--- src/rtl/sample_sequencer.sv ---
// Sample-window sequencer for sample_register: counts pdm_in over a programmable window,
// pulses clear/store into the register and offers each finished sample with valid/ack.
//
//   state   | meaning
//   --------+------------------------------------------------------------
//   S_IDLE  | waiting for start, all control outputs low
//   S_CLEAR | one cycle: clear sample_register, zero accumulator and tick
//   S_ACCUM | count pdm_in for period_q cycles
//   S_STORE | one cycle: write acc into sample_register, raise samp_valid
module sample_sequencer #(
  parameter int CNT_W = 16,
  parameter int ACC_W = 16
) (
  input  logic             MHz10,
  input  logic             nrst,
  input  logic             en,
  input  logic             start,
  input  logic             stop,
  input  logic [CNT_W-1:0] cfg_period,
  input  logic             pdm_in,
  output logic [ACC_W-1:0] samp_acc,
  output logic             reg_en,
  output logic             reg_clear,
  output logic             store_samp,
  output logic             samp_valid,
  input  logic             samp_ack,
  output logic             overrun,
  output logic             busy
);

  typedef enum logic [1:0] {
    S_IDLE  = 2'd0,
    S_CLEAR = 2'd1,
    S_ACCUM = 2'd2,
    S_STORE = 2'd3
  } state_t;

  state_t           r_state;
  logic [CNT_W-1:0] r_tick;
  logic [CNT_W-1:0] r_period;
  logic [ACC_W-1:0] r_acc;
  logic             r_reg_en;
  logic             r_reg_clear;
  logic             r_store;
  logic             r_valid;
  logic             r_overrun;
  logic             r_busy;

  logic             w_last;
  logic [ACC_W-1:0] w_acc_next;

  assign w_last     = (r_tick == (r_period - CNT_W'(1)));
  assign w_acc_next = r_acc + ACC_W'(pdm_in);

  always_ff @(posedge MHz10 or negedge nrst) begin
    if (!nrst) begin
      r_state     <= S_IDLE;
      r_tick      <= '0;
      r_period    <= CNT_W'(1);
      r_acc       <= '0;
      r_reg_en    <= 1'b0;
      r_reg_clear <= 1'b0;
      r_store     <= 1'b0;
      r_valid     <= 1'b0;
      r_overrun   <= 1'b0;
      r_busy      <= 1'b0;
    end else if (en) begin
      // control strobes are one-cycle unless a transition below re-asserts them
      r_reg_en    <= 1'b0;
      r_reg_clear <= 1'b0;
      r_store     <= 1'b0;
      if (samp_ack) r_valid <= 1'b0;

      case (r_state)
        S_IDLE: begin
          if (start && !stop) begin
            r_period    <= (cfg_period == '0) ? CNT_W'(1) : cfg_period;
            r_overrun   <= 1'b0;
            r_valid     <= 1'b0;
            r_reg_en    <= 1'b1;
            r_reg_clear <= 1'b1;
            r_busy      <= 1'b1;
            r_state     <= S_CLEAR;
          end
        end

        S_CLEAR: begin
          r_acc   <= '0;
          r_tick  <= '0;
          r_valid <= 1'b0;
          if (stop) begin
            r_busy  <= 1'b0;
            r_state <= S_IDLE;
          end else begin
            r_state <= S_ACCUM;
          end
        end

        S_ACCUM: begin
          if (stop) begin
            r_acc   <= '0;
            r_tick  <= '0;
            r_busy  <= 1'b0;
            r_state <= S_IDLE;
          end else begin
            r_acc  <= w_acc_next;
            r_tick <= r_tick + CNT_W'(1);
            if (w_last) begin
              r_reg_en <= 1'b1;
              r_store  <= 1'b1;
              r_state  <= S_STORE;
            end
          end
        end

        S_STORE: begin
          // an ack landing on the store cycle consumes the old sample, so no overrun
          if (r_valid && !samp_ack) r_overrun <= 1'b1;
          r_valid <= 1'b1;
          r_acc   <= '0;
          r_tick  <= '0;
          if (stop) begin
            r_busy  <= 1'b0;
            r_state <= S_IDLE;
          end else begin
            r_state <= S_ACCUM;
          end
        end

        default: begin
          r_busy  <= 1'b0;
          r_state <= S_IDLE;
        end
      endcase
    end
  end

  assign samp_acc   = r_acc;
  assign reg_en     = r_reg_en & en;
  assign reg_clear  = r_reg_clear & en;
  assign store_samp = r_store & en;
  assign samp_valid = r_valid;
  assign overrun    = r_overrun;
  assign busy       = r_busy;

endmodule

--- config.mk ---
export PLATFORM = sky130hd
export DESIGN_NAME = sample_sequencer
export DESIGN_NICKNAME = d
export VERILOG_FILES = /design/src/rtl/sample_sequencer.sv
export SDC_FILE = /design/constraint.sdc
export NUM_CORES = 1
export LEC_CHECK = 0
export BUFFER_PORTS_ARGS = -buffer_cell sky130_fd_sc_hd__buf_4
export CAP_MARGIN = 20
export CORE_UTILIZATION = 40
export DETAILED_ROUTE_END_ITERATION = 7
export GPL_TIMING_DRIVEN = 0
export MAX_ROUTING_LAYER = met4
export SETUP_SLACK_MARGIN = 0.5
export SLEW_MARGIN = 20
export SYNTH_ARGS = -nofsm -noshare
export SYNTH_HDL_FRONTEND = slang
export SYNTH_SLANG_ARGS = --single-unit
--- constraint.sdc ---
create_clock -name MHz10 -period 5 [get_ports MHz10]
set_input_delay 1.5 -clock MHz10 [delete_from_list [all_inputs] [get_ports MHz10]]
set_output_delay 1.5 -clock MHz10 [all_outputs]
set_load 0.005 [all_outputs]
==> results_dict.tcl <==
set metrics [dict create \
    async_flop_share_pct 100 \
    grt_max_degree 57 \
    num_rows 31 \
    die_x_um 90.1 \
    cp_slowest_cell "clkbuf_1" \
    synth_cells 333 \
    drv_slew 0 \
    max_freq_mhz 254 \
    grt_usage_pct 18.9 \
    grt_pass1_vias 2430 \
    cts_tree "built" \
    viasPerCell 5.40 \
    wire_per_inst_um 14.8 \
    synth_fp_nets 360 \
    setup_tns_ns 0 \
    drc 0 \
    synth_warnings 0 \
    stdcell_count 484 \
    post-place-cells 476 \
    min_period_over_period_pct 78.7 \
    tightest_slew_ns 0.726 \
    vias 2614 \
    hold_viol 0 \
    syn_avg_cell_area_um2 9.33 \
    dr.pass1.iters 4 \
    min_period_ns 3.94 \
    clkSlewWorstSetupHoldPaths_ns 0.10 \
    ant_nets 0 \
    multi_input_area_um2 1590 \
    setup_violations 0 \
    arrival_ns 2.44 \
    grt_pass1_wl_um 12100 \
    globalRouteOverflowTotal 0 \
    yosys_register_bits 56 \
    final_cell_mix "dfrtp_1, buf_4, nor2_1, nand2_1, o21ai_0" \
    clock-sinks 56 \
    yosysSeqAreaShare_pct 45.1 \
    critPathCaptureType "output port" \
    worst_clock_skew_ns 0.00638 \
    drive_gt1_share_pct 19.5 \
    postCtsSetupRepairBufs 0 \
    worstPathCellList "buf_4, clkbuf_1, inv_1, nor2_1, buf_4" \
    yosysUniqueCellTypes 48 \
    final_common_cell "dfrtp_1" \
    status "complete, no violations" \
    maxCapViolCount 0 \
    n_antenna_cell 0 \
    netlist_area_um2 3110 \
    synthFlopType "dfrtp_1" \
    hold_path_depth 1 \
    min_path_type "flip-flop to flip-flop" \
    die_area_um2 8120 \
    power_per_cell_area_nw_per_um2 316 \
    cts_buffers 5 \
    nNetsFinal 411 \
    crit_top_cell "buf_4" \
    ios 45 \
    dieHeight_um 90.1 \
    crit_path_max_fanout 10 \
    clk_latency_ns 0.30 \
    gp_congestion 0.894 \
    regArea_um2 1400 \
    antenna_found_initial 0 \
    dp.final_hpwl_um 5270 \
    cts_resized 0 \
    critical_path.max_stage_delay_ns 0.33 \
    htreeDepth 2 \
    critPathKind "primary input to output port" \
    io_buffers 44 \
    routed_wl_um 7160 \
    slew_headroom_pct 51.6 \
    rsz0062_at_grt "false" \
    ff2ff_path_depth 7 \
    worstSetupStartpointType "primary input" \
    n_fill_cell 734 \
    cts_root_buf "clkbuf_8" \
    area_delta_synth_final_pct 17.6 \
    hold_buffers 0 \
    power.leakage_nw 1.56 \
    cts_buffer_depth 2 \
    synth_edf_count 0 \
    irDropWorstVdd_uv 140 \
    initial_core_util_pct 42.2 \
    coreArea_um2 7370 \
    first_iter_violations 154 \
    crit_required_ns 3.50 \
]
## critical path, delay by kind of cell
| kind | cells | cell delay [ns] |
|---|---|---|
| buffers and inverters | 4 | 0.77 |
| and+or+nand+nor | 1 | 0.17 |
## metal layers
layer	vias up	GRT usage [%]	routed length, um	part of all wire [%]
met3	9	2.71	222	3.1
li1	1280	-	-	-
met5	-	-	0	0
met1	1274	26.2	3530	49
met4	0	5.65	117	1.6
met2	51	28.7	3290	46
## sequential cells by signal, indices dropped and copies added (netlist names)
name / cells
busy: 1
samp_acc: 16
r_store: 1
r_tick: 16
r_state: 2
r_reg_en: 1
r_period: 16
r_reg_clear: 1
samp_valid: 1
overrun: 1
## cell families after synthesis
| logic type | Yosys count | synth area share, % |
|---|---|---|
| xor+xnor | 36 | 10.1 |
| mux | 13 | 4.67 |
| flops | 56 | 45.1 |
| fa+ha+maj | 4 | 1.61 |
| simple gates | 128 | 21.1 |
| compound gates | 67 | 13.5 |
| buf+inv | 29 | 3.83 |
## metrics by stage
step	utilization, %	power, mW	instance area, um2	setup WS, ns	hold slack (ns)
6_report	49.6	1.16	3650	1.06	0.481
5_1_grt	49.6	1.23	3650	0.951	0.510
4_1_cts	49.6	1.17	3650	1.07	0.490
3_5_place_dp	48.3	0.904	3560	1.07	0.466
3_3_place_gp	48.3	0.895	3560	1.07	0.454
2_1_floorplan	-	0.800	3110	1.50	0.446
## power breakdown
group / switching (mW) / internal, mW
clock: 0.149 / 0.113
combinational: 0.161 / 0.152
sequential: 0.0690 / 0.513
## synth_stat cells, drive strengths merged (3+ instances only)
cell / instances / area (um2)
ha: 4 / 50.1
or3: 7 / 43.8
clkbuf: 12 / 45.0
mux2: 12 / 135
dfrtp: 55 / 1380
nor2: 33 / 124
inv: 14 / 52.6
nand4b: 4 / 35.0
nand2b: 3 / 18.8
a31oi: 3 / 18.8
nand4: 8 / 50.1
buf: 3 / 21.3
nand2: 27 / 101
nor4: 6 / 37.5
and3: 3 / 21.3
a21oi: 16 / 80.1
nor3: 12 / 65.1
xnor2: 18 / 158
nand3: 13 / 65.1
o21ai: 26 / 130
a22o: 6 / 52.6
xor2: 18 / 158
## cell type report
class | count | share of cell area, %
buffer | 15 | 1.81
clock buffer | 7 | 2.36
clock inverter | 1 | 0.205
inverter | 14 | 1.44
multi-input combinational | 248 | 43.4
sequential | 56 | 38.4
tap | 99 | 3.39
timing repair buffer | 44 | 9.04
## worst paths after layout
kind	start	endpoint	slack (ns)
setup reg to reg	r_state[0]$_DFFE_PN0P_	r_state[0]$_DFFE_PN0P_	2.60
hold / removal	r_reg_clear$_DFFE_PN0P_	r_reg_clear$_DFFE_PN0P_	0.48
max in group asynchronous	nrst	r_period[9]$_DFFE_PN0P_	3.28
hold reg to reg	r_reg_clear$_DFFE_PN0P_	r_reg_clear$_DFFE_PN0P_	0.48
setup / recovery	en	store_samp	1.06
min in group asynchronous	nrst	r_reg_en$_DFFE_PN0P_	1.24
(Power assumes the default switching activity.)
